File: src/rtl/fetch_if.sv
// Instruction-fetch bundle: instruction-memory request/response, redirect
// input and fetch-queue write port.
interface fetch_if;
  logic        imem_req_valid;
  logic        imem_req_ready;
  logic [31:0] imem_req_addr;
  logic        imem_rsp_valid;
  logic [31:0] imem_rsp_data;
  logic        redirect_valid;
  logic [31:0] redirect_pc;
  logic        fq_full;
  logic        fq_write_en;
  logic [63:0] fq_write_data;

  modport master (
    output imem_req_valid, imem_req_addr, fq_write_en, fq_write_data,
    input  imem_req_ready, imem_rsp_valid, imem_rsp_data,
    input  redirect_valid, redirect_pc, fq_full
  );

  modport slave (
    input  imem_req_valid, imem_req_addr, fq_write_en, fq_write_data,
    output imem_req_ready, imem_rsp_valid, imem_rsp_data,
    output redirect_valid, redirect_pc, fq_full
  );
endinterface

File: src/rtl/fetch_unit.sv
// Single-outstanding instruction fetcher: one request per PC, response pushed
// into the fetch queue, with redirect squashing of in-flight fetches.
//
// state | meaning
// REQ   | request for PC presented, waiting for the memory handshake
// WAIT  | request accepted, waiting for its response
// HOLD  | response captured while queue full, waiting for space
// DROP  | request in flight is stale (redirected); swallow its response
module fetch_unit #(
  parameter logic [31:0] RESET_PC = 32'h0000_0000
) (
  input  logic    clk,
  input  logic    reset,
  fetch_if.master bus
);

  typedef enum logic [1:0] {
    S_REQ  = 2'd0,
    S_WAIT = 2'd1,
    S_HOLD = 2'd2,
    S_DROP = 2'd3
  } state_t;

  state_t      state;
  logic [31:0] pc;
  logic [31:0] hold_instr;
  logic [31:0] redir_pc;
  logic        handshake;
  logic        write_fire;

  assign redir_pc  = {bus.redirect_pc[31:2], 2'b00};
  assign handshake = bus.imem_req_valid && bus.imem_req_ready;

  // A write needs a response (fresh or held), queue space and no redirect.
  assign write_fire = !reset && !bus.redirect_valid && !bus.fq_full &&
                      ((state == S_WAIT && bus.imem_rsp_valid) || state == S_HOLD);

  assign bus.imem_req_valid = !reset && (state == S_REQ);
  assign bus.imem_req_addr  = pc;
  assign bus.fq_write_en    = write_fire;
  assign bus.fq_write_data  = write_fire
                              ? {pc, (state == S_HOLD) ? hold_instr : bus.imem_rsp_data}
                              : 64'd0;

  always_ff @(posedge clk) begin
    if (reset) begin
      state      <= S_REQ;
      pc         <= RESET_PC;
      hold_instr <= 32'd0;
    end else begin
      unique case (state)
        S_REQ: begin
          if (bus.redirect_valid) begin
            pc    <= redir_pc;
            state <= handshake ? S_DROP : S_REQ;
          end else if (handshake) begin
            state <= S_WAIT;
          end
        end
        S_WAIT: begin
          if (bus.redirect_valid) begin
            pc    <= redir_pc;
            state <= bus.imem_rsp_valid ? S_REQ : S_DROP;
          end else if (bus.imem_rsp_valid) begin
            if (bus.fq_full) begin
              hold_instr <= bus.imem_rsp_data;
              state      <= S_HOLD;
            end else begin
              pc    <= pc + 32'd4;
              state <= S_REQ;
            end
          end
        end
        S_HOLD: begin
          if (bus.redirect_valid) begin
            pc    <= redir_pc;
            state <= S_REQ;
          end else if (!bus.fq_full) begin
            pc    <= pc + 32'd4;
            state <= S_REQ;
          end
        end
        S_DROP: begin
          if (bus.redirect_valid) pc <= redir_pc;
          if (bus.imem_rsp_valid) state <= S_REQ;
        end
        default: state <= S_REQ;
      endcase
    end
  end

endmodule
File: src/flat_wrapper.sv
// flat-port wrapper written by rule: the top's interface ports become plain ports
module fetch_unit_flat 
#(
  parameter logic [31:0] RESET_PC = 32'h0000_0000
)
  (clk, reset, bus_imem_req_valid, bus_imem_req_addr, bus_fq_write_en, bus_fq_write_data, bus_imem_req_ready, bus_imem_rsp_valid, bus_imem_rsp_data, bus_redirect_valid, bus_redirect_pc, bus_fq_full);
  fetch_if bus_i ();
  input  logic clk;
  input  logic reset;
  output wire logic [$bits(bus_i.imem_req_valid)-1:0] bus_imem_req_valid;
  output wire logic [$bits(bus_i.imem_req_addr)-1:0] bus_imem_req_addr;
  output wire logic [$bits(bus_i.fq_write_en)-1:0] bus_fq_write_en;
  output wire logic [$bits(bus_i.fq_write_data)-1:0] bus_fq_write_data;
  input wire logic [$bits(bus_i.imem_req_ready)-1:0] bus_imem_req_ready;
  input wire logic [$bits(bus_i.imem_rsp_valid)-1:0] bus_imem_rsp_valid;
  input wire logic [$bits(bus_i.imem_rsp_data)-1:0] bus_imem_rsp_data;
  input wire logic [$bits(bus_i.redirect_valid)-1:0] bus_redirect_valid;
  input wire logic [$bits(bus_i.redirect_pc)-1:0] bus_redirect_pc;
  input wire logic [$bits(bus_i.fq_full)-1:0] bus_fq_full;
  assign bus_imem_req_valid = bus_i.imem_req_valid;
  assign bus_imem_req_addr = bus_i.imem_req_addr;
  assign bus_fq_write_en = bus_i.fq_write_en;
  assign bus_fq_write_data = bus_i.fq_write_data;
  assign bus_i.imem_req_ready = bus_imem_req_ready;
  assign bus_i.imem_rsp_valid = bus_imem_rsp_valid;
  assign bus_i.imem_rsp_data = bus_imem_rsp_data;
  assign bus_i.redirect_valid = bus_redirect_valid;
  assign bus_i.redirect_pc = bus_redirect_pc;
  assign bus_i.fq_full = bus_fq_full;
  fetch_unit #(.RESET_PC(RESET_PC)) u_core (.clk(clk), .reset(reset), .bus(bus_i));
endmodule
File: config.mk
export PLATFORM = sky130hd
export DESIGN_NAME = fetch_unit_flat
export DESIGN_NICKNAME = d
export VERILOG_FILES = /design/src/rtl/fetch_if.sv /design/src/rtl/fetch_unit.sv /design/src/flat_wrapper.sv
export SDC_FILE = /design/constraint.sdc
export NUM_CORES = 1
export LEC_CHECK = 0
export ABC_AREA = 0
export BUFFER_PORTS_ARGS = -buffer_cell sky130_fd_sc_hd__buf_4
export CORE_UTILIZATION = 45
export CTS_BUF_LIST = sky130_fd_sc_hd__clkbuf_8
export DETAILED_ROUTE_END_ITERATION = 10
export PLACE_DENSITY = 0.83
export SYNTH_ARGS = -nofsm -noshare
export SYNTH_HDL_FRONTEND = slang
export SYNTH_SLANG_ARGS = --single-unit
File: constraint.sdc
create_clock -name clk -period 2.3 [get_ports clk]
set_input_delay 0.345 -clock clk [delete_from_list [all_inputs] [get_ports clk]]
set_output_delay 0.345 -clock clk [all_outputs]
set_load 0.02 [all_outputs]
==> results of run 1 <==
[registers in the layout, summed over array words and instances (netlist names)]
signal	flops
u_core.bus.imem_req_addr	30
u_core.state	2
u_core.hold_instr	32
[worst max-delay path by stage]
stage                                from                     to  slack [ns]  cells past startpoint
after CTS                 u_core.state[0]  bus_fq_write_data[59]       -0.02                      8
after global placement    u_core.state[1]  bus_fq_write_data[53]        0.20                      8
after global routing      u_core.state[1]  bus_fq_write_data[47]       -0.05                      8
after detailed placement  u_core.state[1]  bus_fq_write_data[42]        0.12                      8
after floorplan           u_core.state[0]  bus_fq_write_data[52]        0.02                      9
final                     u_core.state[1]  bus_fq_write_data[47]        0.01                      8
[power by group through the flow]
| stage | sequential [mW] | combinational [mW] | clock [mW] |
|---|---|---|---|
| 2_1_floorplan | 1.37 | 0.661 | 0 |
| 3_3_place_gp | 1.31 | 1.13 | 0 |
| 3_5_place_dp | 1.32 | 1.16 | 0 |
| 4_1_cts | 1.30 | 1.20 | 1.21 |
| 5_1_grt | 1.33 | 1.34 | 1.27 |
| 6_report | 1.32 | 1.24 | 1.21 |
[placed cells by master (no fill, tap or decap), drive strengths merged, types with 6 or more instances in the layout]
master and n:
nand3 18, nor2 64, buf 190, and2 29, o21ai 12, mux2i 34
inv 8, ha 6, nor3 8, clkbuf 9, dfxtp 64, nor4 8
a21oi 48, nand2 97, nand4 13
[worst max-delay path, delay by kind of cell, from the launching register on]
family | cells | cell delay (ns)
flip-flops | 1 | 0.37
AO/OA/AOI/OAI | 1 | 0.05
adder cells (fa/ha/maj) | 1 | 0.14
buffers and inverters | 4 | 0.43
AND/OR/NAND/NOR | 2 | 0.62
[per-stage QoR]
step	utilization	setup slack, ns	cells
after floorplan	-	0.0181	532
after global placement	0.639	0.204	788
after detailed placement	0.639	0.124	788
after CTS	0.675	-0.0228	805
after global routing	0.694	-0.0464	806
final	0.694	0.0100	806
[final cells by class]
| cell class | count | area, um2 |
|---|---|---|
| Multi-Input combinational cell | 421 | 2490 |
| Inverter | 10 | 45.0 |
| Sequential cell | 64 | 1290 |
| Tap cell | 105 | 131 |
| Clock buffer | 9 | 124 |
| Fill cell | 700 | 2540 |
| Timing Repair Buffer | 190 | 1560 |
| Clock inverter | 7 | 120 |
[cells by family (layout without fill, tap and decap cells)]
kind of cell	after synthesis	in the layout	synth area share
AO/OA/AOI/OAI	110	110	0.182
XOR/XNOR	4	4	0.00901
adder cells (fa/ha/maj)	6	6	0.0193
buffers and inverters	47	216	0.0492
flip-flops	64	64	0.329
multiplexers	34	34	0.0875
other	1	4	0.000964
AND/OR/NAND/NOR	263	263	0.323
[routing by layer]
layer	track usage	routed length, um	up-vias
li1	-	-	2195
met3	0.0837	1370	45
met4	0.119	407	0
met1	0.324	4780	2128
met5	0	0	-
met2	0.502	6350	264
[timing repair]
| item | in CTS | in global routing |
|---|---|---|
| gates resized for setup | 14 | 43 |
| pin swaps | 0 | 1 |
| buffers inserted | 1 | 1 |
| setup endpoints to repair | 63 | 64 |
==> reports/summary.txt, run 1 <==
Status - finished clean
Hold Crit Class - input port to flip-flop
Worst r2r src - u_core.state[1]
Synth Instances - 529
Initial antenna violation count - 0
Vias in the first global route - 4,358
Die Span Y - 95.0 um
Most frequent CP cell - inv_4
Core area - 8300 um2
Async set-reset flop share out of synthesis - 0
Slew @ Worst Pin - 1.16 ns
Period utilization - 0.996
Critical R2R Capture - u_core.bus.imem_req_addr[11]
Hold WS - 0.188 ns
Tot Pwr - 3.76 mW
Worst VDD drop - 0.000662 V
Tmin final - 2.29 ns
Comb pwr share - 0.329
Synth warn - 0
Die area - 9020 um2
Initial core utilization - 0.469
CP endpoint kind - primary output
Top cells by area, synth - dfxtp_1 33%, nand2_1 9.3%, mux2i_1 8.7%
Syn-to-layout area delta - 48.1%
Commonest cells post-synth - 96 x nand2_1, 64 x dfxtp_1, 64 x nor2_1
Post-synthesis register bit count - 64
Setup CP Type - flip-flop to primary output
RSZ-0062 raised after global routing - yes
Syn_area_per_cell - 7.35 um2
CP peak stage delay - 0.46 ns
Iter 0 DRT Violations - 213
Seq pwr share - 0.350
PD cells - 653 nW/um2
I/O pin cnt - 168
Placement row count - 33
Count leader, synth - nand2_1
Slew Limit Fails - 0
Worst Hold Depth - 3
Setup TNS Final - 0 ns
CTS tree - built
Gpl congestion - 0.899
Switching share of power - 0.341
Crit path arrival time - 1.94 ns
Final hold viol count - 0
Placement Cell Area - 5300 um2
Startpoint types - flip-flop
# DRC - 0
CP max-delay cell - or4_4
DIE WIDTH - 95.0 um
Vias per cell - 5.75
Via count - 4,632
CP max FO - 20
CP cell instances - inv_4, ha_4, a21oi_2, or4_4, inv_4, buf_12, and2_1, buf_6
CTS Buffer Depth - 2
Gr ovfl total - 0
Post-route antenna net violation count - 0
Synth top area share - 0.329
R2R Setup Slk - 0.09 ns
Final instance area - 5760 um2
CTS sink cnt - 64
CP Data Required Time - 1.96 ns
FF-to-FF path depth - 7
Clock skew - 0.0101 ns
Switch Pwr - 1.28 mW
First-pass GRT wire length - 20,200 um
Clk pwr share - 0.321
Tot GR Track Use - 0.287
Share of cells above drive strength 1 - 0.338
Rel. slew slack - 0.228
Clk slew on worst S/H paths - 0.08 ns
Main flop type after synthesis - dfxtp_1
Hold_buf cts - 0
Antenna cells - 0
Worst Hold Launch - bus_redirect_pc[30]
Post-synthesis sequential area ratio - 0.329
Post-synth EDFFs - 0
Final Setup Violations - 0
Largest net degree at the start of global routing - 33
HPWL Detailed - 9100 um
Max frequency - 0.437 GHz
Number of I/O port buffers - 161
Clock latency at the later pin of the worst-skew pair - 0.35 ns
Wire per inst - 16.0 um
Nets - 772
Yosys top cell by area - dfxtp_1
Root Buffer - clkbuf_8
Router iterations before antenna repair - 6
Total CTS buffers - 9
MaxCap Viol Count - 0
Depth of the CTS H-tree - 3
Final wirelength - 12,900 um
Leakage power - 2.39 nW
Synth unique cells - 54
Post-Syn Area - 3890 um2
Hold-critical path endpoint - u_core.bus.imem_req_addr[30]
P_int - 2.48 mW
No activity file was read; power rests on OpenSTA's default activity.
==> inputs of run 2 (changes only) <==
--- a/config.mk
+++ b/config.mk
@@ -7,6 +7,7 @@
 export LEC_CHECK = 0
 export ABC_AREA = 0
 export BUFFER_PORTS_ARGS = -buffer_cell sky130_fd_sc_hd__buf_4
+export CORE_MARGIN = 8
 export CORE_UTILIZATION = 45
 export CTS_BUF_LIST = sky130_fd_sc_hd__clkbuf_8
 export DETAILED_ROUTE_END_ITERATION = 10
==> reports/summary.txt, run 2 (same netlist as run 1, synthesis figures left out) <==
Tmin final - 2.32 ns (+0.0261 ns)
Hold WS - 0.204 ns (+0.0168 ns)
HPWL Detailed - 9990 um (+9.8%)
I/O pin cnt - 168 (unchanged)
Slew Limit Fails - 0 (unchanged)
CTS tree - built
Period utilization - 1.01 (+0.0114)
Crit path arrival time - 1.97 ns (+0.03 ns)
Gr ovfl total - 0 (unchanged)
MaxCap Viol Count - 0 (unchanged)
Vias in the first global route - 4,493 (+3.1%)
CTS Buffer Depth - 2 (unchanged)
Setup ws final - -0.0161 ns (-0.0261 ns)
Failing checks - setup timing
Max frequency - 0.432 GHz (-1.1%)
Gpl congestion - 0.886 (-1.5%)
# DRC - 0 (unchanged)
Worst Hold Launch - bus_redirect_pc[30]
Commonest non-fill, non-tap cells in the layout - 153 x buf_4, 96 x nand2_1, 62 x dfxtp_1, 61 x nor2_1, 47 x a21oi_1
Largest net degree at the start of global routing - 39 (+18%)
Wire per inst - 17.2 um (+7.2%)
Core area - 8550 um2 (+3.0%)
Iter 0 DRT Violations - 324 (+52%)
Finished Layout Cells - 804 (-0.25%)
Placement row count - 34 (+3.0%)
Placement Cell Area - 5260 um2 (-0.78%)
Total CTS buffers - 9 (unchanged)
Tot GR Track Use - 0.225 (-0.0622)
Post-route antenna net violation count - 0 (unchanged)
Core Util, Final - 0.669 (-0.0252)
DIE WIDTH - 109 um (+15%)
Final instance area - 5720 um2 (-0.72%)
PD cells - 614 nW/um2 (-5.9%)
Worst r2r src - u_core.state[1]
Clock skew - 0.0101 ns (-0.0000854 ns)
Clock latency at the later pin of the worst-skew pair - 0.35 ns (about the same)
Final Setup Violations - 20 (+20)
Rel. slew slack - 0.518 (+0.290)
Vias per cell - 5.67 (-1.4%)
Largest register FFs - 32 (unchanged)
Die Span Y - 109 um (+15%)
Status - complete, but fails checks
Number of I/O port buffers - 161 (unchanged)
Syn-to-layout area delta - 47.0%
Placed cells - 785 (-0.38%)
Router iterations before antenna repair - 5 (-1)
Initial antenna violation count - 0 (unchanged)
Share of cells above drive strength 1 - 0.343 (+0.00530)
CTS sink cnt - 64 (unchanged)
Startpoint types - flip-flop
Hold_buf cts - 0 (unchanged)
Commonest non-fill, non-tap cell in the layout - buf_4
CP endpoint kind - primary output
CP max FO - 14 (-30%)
Slew @ Worst Pin - 0.721 ns (-0.437 ns)
Hold Crit Class - input port to flip-flop
Initial core utilization - 0.455 (-0.0138)
Setup CP Type - flip-flop to primary output
CP Data Required Time - 1.96 ns (about the same)
Root Buffer - clkbuf_8
FF-to-FF path depth - 8 (+1)
Worst VDD drop - 0.000395 V (-40%)
R2R Setup Slk - 0.09 ns (about the same)
Final wirelength - 13,800 um (+6.9%)
Worst Hold Depth - 3 (unchanged)
Final hold viol count - 0 (unchanged)
Largest reg by FF count - u_core.hold_instr
Via count - 4,555 (-1.7%)
Die area - 11,900 um2 (+32%)
RSZ-0062 raised after global routing - yes
Hold-critical path endpoint - u_core.bus.imem_req_addr[30]
Critical R2R Capture - u_core.bus.imem_req_addr[25]
Clk slew on worst S/H paths - 0.07 ns (about the same)
Nets - 767 (-0.65%)
First-pass GRT wire length - 21,800 um (+8.0%)
Pre-CTS setup slack - 0.120 ns (-0.00347 ns)
Depth of the CTS H-tree - 3 (unchanged)
Antenna cells - 0 (unchanged)
Leakage power - 2.36 nW (-1.4%)
-- run 2: area by class of cell --
class	count	area (um2)
Clock buffer	9	124
Sequential cell	64	1290
Clock inverter	7	72.6
Fill cell	720	2830
Timing Repair Buffer	185	1540
Tap cell	108	135
Inverter	10	47.5
Multi-Input combinational cell	421	2510
-- run 2: power breakdown --
| group | internal (mW) | switching, mW |
|---|---|---|
| combinational | 0.535 | 0.673 |
| sequential | 1.20 | 0.128 |
| clock | 0.500 | 0.479 |
| total | 2.23 | 1.28 |
-- run 2: worst max-delay path: stages (launching register included) --
cell and delay, ns:
dfxtp_4 0.37, inv_4 0.06, ha_4 0.15, a21oi_2 0.06, or4_4 0.47, inv_6 0.11
buf_12 0.13, and2_2 0.15, buf_6 0.11
-- run 2: worst max-delay path by stage --
stage	from	endpoint	slack, ns	cells after the start
after floorplan	u_core.state[0]	bus_fq_write_data[52]	0.02	9
after global routing	u_core.state[1]	bus_fq_write_data[57]	-0.08	8
after global placement	u_core.state[1]	bus_fq_write_data[61]	0.17	8
after CTS	u_core.state[1]	bus_fq_write_data[42]	-0.01	8
after detailed placement	u_core.state[1]	bus_fq_write_data[60]	0.12	8
final	u_core.state[1]	bus_fq_write_data[59]	-0.02	8
-- run 2: what timing repair did --
action / CTS / global route
cloned: 1 / 0
setup endpoints to repair: 63 / 62
resized for setup: 50 / 16
setup buffers: 1 / 1
-- run 2: layer usage --
layer  global-route usage  up-vias  part of all wire
met4               0.0831        0             0.017
met2                0.365      230              0.48
met3               0.0733       25              0.13
met1                0.271     2123              0.38
li1                     -     2177                 -
met5                    0        -                 0
-- run 2: through the flow --
step | TNS, ns | power [mW]
2_1_floorplan | 0 | 2.03
3_3_place_gp | 0 | 2.43
3_5_place_dp | 0 | 2.47
4_1_cts | -0.0501 | 3.51
5_1_grt | -3.79 | 3.68
6_report | -0.132 | 3.51
==> inputs of run 3 (changes only) <==
--- a/config.mk
+++ b/config.mk
@@ -12,6 +12,7 @@
 export CTS_BUF_LIST = sky130_fd_sc_hd__clkbuf_8
 export DETAILED_ROUTE_END_ITERATION = 10
 export PLACE_DENSITY = 0.83
+export SETUP_SLACK_MARGIN = 0.2
 export SYNTH_ARGS = -nofsm -noshare
 export SYNTH_HDL_FRONTEND = slang
 export SYNTH_SLANG_ARGS = --single-unit
==> reports/summary.txt, run 3 (same netlist as run 1, synthesis figures left out) <==
DIE WIDTH - 109 um (unchanged)
Tot Pwr - 3.96 mW (+13%)
Core area - 8550 um2 (unchanged)
Clk slew on worst S/H paths - 0.07 ns (about the same)
Hold WS - 0.213 ns (+0.00843 ns)
Worst Hold Launch - bus_redirect_pc[28]
Hold_buf cts - 0 (unchanged)
HPWL Detailed - 10,200 um (+1.9%)
Wire per inst - 19.2 um (+12%)
CP max FO - 7 (-7)
Depth of the CTS H-tree - 3 (unchanged)
Largest reg by FF count - u_core.hold_instr
Final wirelength - 15,800 um (+15%)
Slew Limit Fails - 0 (unchanged)
CTS tree - built
Vias in the first global route - 4,660 (+3.7%)
Clock skew - 0.00864 ns (-0.00142 ns)
Slew @ Worst Pin - 0.665 ns (-0.0554 ns)
# DRC - 0 (unchanged)
FF-to-FF path depth - 8 (unchanged)
Router iterations before antenna repair - 7 (+2)
Antenna cells - 0 (unchanged)
Crit path arrival time - 2.05 ns (+0.08 ns)
Die Span Y - 109 um (unchanged)
CTS sink cnt - 64 (unchanged)
Share of cells above drive strength 1 - 0.420 (+0.0764)
CP endpoint kind - primary output
Tmin final - 2.40 ns (+0.0837 ns)
Final hold viol count - 0 (unchanged)
First-pass GRT wire length - 23,500 um (+7.7%)
Max frequency - 0.417 GHz (-3.5%)
Post-route antenna net violation count - 0 (unchanged)
Clock latency at the later pin of the worst-skew pair - 0.34 ns (about the same)
Status - complete, but fails checks
Iter 0 DRT Violations - 383 (+18%)
Period utilization - 1.04 (+0.0364)
Final instance area - 6490 um2 (+14%)
Gpl congestion - 0.912 (+3.0%)
Setup TNS Final - -4.15 ns (-4.01 ns)
Initial core utilization - 0.455 (unchanged)
PD cells - 610 nW/um2 (-0.72%)
Die area - 11,900 um2 (unchanged)
Hold-critical path endpoint - u_core.bus.imem_req_addr[28]
Failing checks - setup timing
Worst r2r src - u_core.state[1]
RSZ-0062 raised after global routing - yes
R2R Setup Slk - 0.08 ns (about the same)
Largest register FFs - 32 (unchanged)
Setup ws final - -0.0997 ns (-0.0837 ns)
Startpoint types - flip-flop
Total CTS buffers - 9 (unchanged)
Number of I/O port buffers - 161 (unchanged)
Largest net degree at the start of global routing - 42 (+7.7%)
Hold Crit Class - input port to flip-flop
Rel. slew slack - 0.555 (+0.0370)
Worst Hold Depth - 3 (unchanged)
Commonest non-fill, non-tap cells in the layout - 152 x buf_4, 95 x nand2_1, 60 x dfxtp_1, 47 x a21oi_1, 37 x buf_6
I/O pin cnt - 168 (unchanged)
Commonest non-fill, non-tap cell in the layout - buf_4
Core Util, Final - 0.760 (+0.0909)
Setup CP Type - flip-flop to primary output
CTS Buffer Depth - 2 (unchanged)
Nets - 788 (+2.7%)
Worst VDD drop - 0.000335 V (-15%)
Root Buffer - clkbuf_8
Initial antenna violation count - 0 (unchanged)
Critical R2R Capture - u_core.bus.imem_req_addr[11]
Syn-to-layout area delta - 67.0%
MaxCap Viol Count - 0 (unchanged)
Gr ovfl total - 0 (unchanged)
Placement Cell Area - 5550 um2 (+5.5%)
Placement row count - 34 (unchanged)
Filler cells - 610 (-15%)
Final Setup Violations - 63 (+220%)
Via count - 4,743 (+4.1%)
Leakage power - 2.62 nW (+11%)
Tot GR Track Use - 0.247 (+0.0224)
Vias per cell - 5.75 (+1.5%)
CP Data Required Time - 1.96 ns (about the same)
[run 3: cell count changes in the layout (fill, tap and decap cells not counted), sizes merged]
cell,delta
buf,+18
bufinv,+2
clkbuf,+3
clkinv,-1
clkinvlp,-1
[run 3: per-stage QoR]
step	std cells	setup slack, ns
2_1_floorplan	532	0.198
3_3_place_gp	785	0.196
3_5_place_dp	785	0.109
4_1_cts	817	-0.210
5_1_grt	825	-0.162
6_report	825	-0.0997
[run 3: worst max path at each step]
| stage | from | endpoint | slack (ns) | depth (start not counted) |
|---|---|---|---|---|
| CTS | u_core.state[1] | bus_fq_write_data[24] | -0.21 | 9 |
| floorplan | u_core.state[0] | bus_fq_write_data[10] | 0.20 | 8 |
| finish | u_core.state[1] | bus_fq_write_data[57] | -0.1 | 9 |
| detailed placement | u_core.state[1] | bus_fq_write_data[3] | 0.11 | 7 |
| global route | u_core.state[0] | bus_fq_write_data[38] | -0.16 | 9 |
| global placement | u_core.state[0] | u_core.bus.imem_req_addr[20] | 0.20 | 6 |
[run 3: what timing repair did]
item	in CTS	in global routing
endpoints found under the setup margin	78	108
cloned	6	3
pin swaps	15	20
setup buffers	10	5
resized for setup	76	10
[run 3: layer usage]
metal | vias up | wire length [um] | global-route usage
met2 | 239 | 7900 | 0.420
met1 | 2233 | 6050 | 0.292
li1 | 2225 | - | -
met3 | 46 | 1360 | 0.0567
met5 | - | 0 | 0
met4 | 0 | 507 | 0.106
[run 3: critical path: stages, from the launching register on]
cell	delay (ns)
dfxtp_4	0.37
inv_4	0.06
ha_4	0.12
a21oi_2	0.05
or4_4	0.44
buf_4	0.18
clkinv_8	0.08
clkbuf_16	0.16
and2_4	0.13
buf_4	0.13
[run 3: final cells by class]
| class | count | area [um2] | area share |
|---|---|---|---|
| Clock buffer | 9 | 124 | 0.0191 |
| Sequential cell | 64 | 1290 | 0.199 |
| Clock inverter | 7 | 111 | 0.0171 |
| Tap cell | 108 | 135 | 0.0208 |
| Multi-Input combinational cell | 421 | 2810 | 0.433 |
| Timing Repair Buffer | 206 | 1970 | 0.303 |
| Inverter | 10 | 55.1 | 0.00848 |
[run 3: where the power goes]
group          switching, mW  internal, mW  leakage, nW
Sequential             0.130          1.20        0.525
Combinational          0.798         0.679         1.98
Clock                  0.444         0.712        0.120
Total                   1.37          2.59         2.62
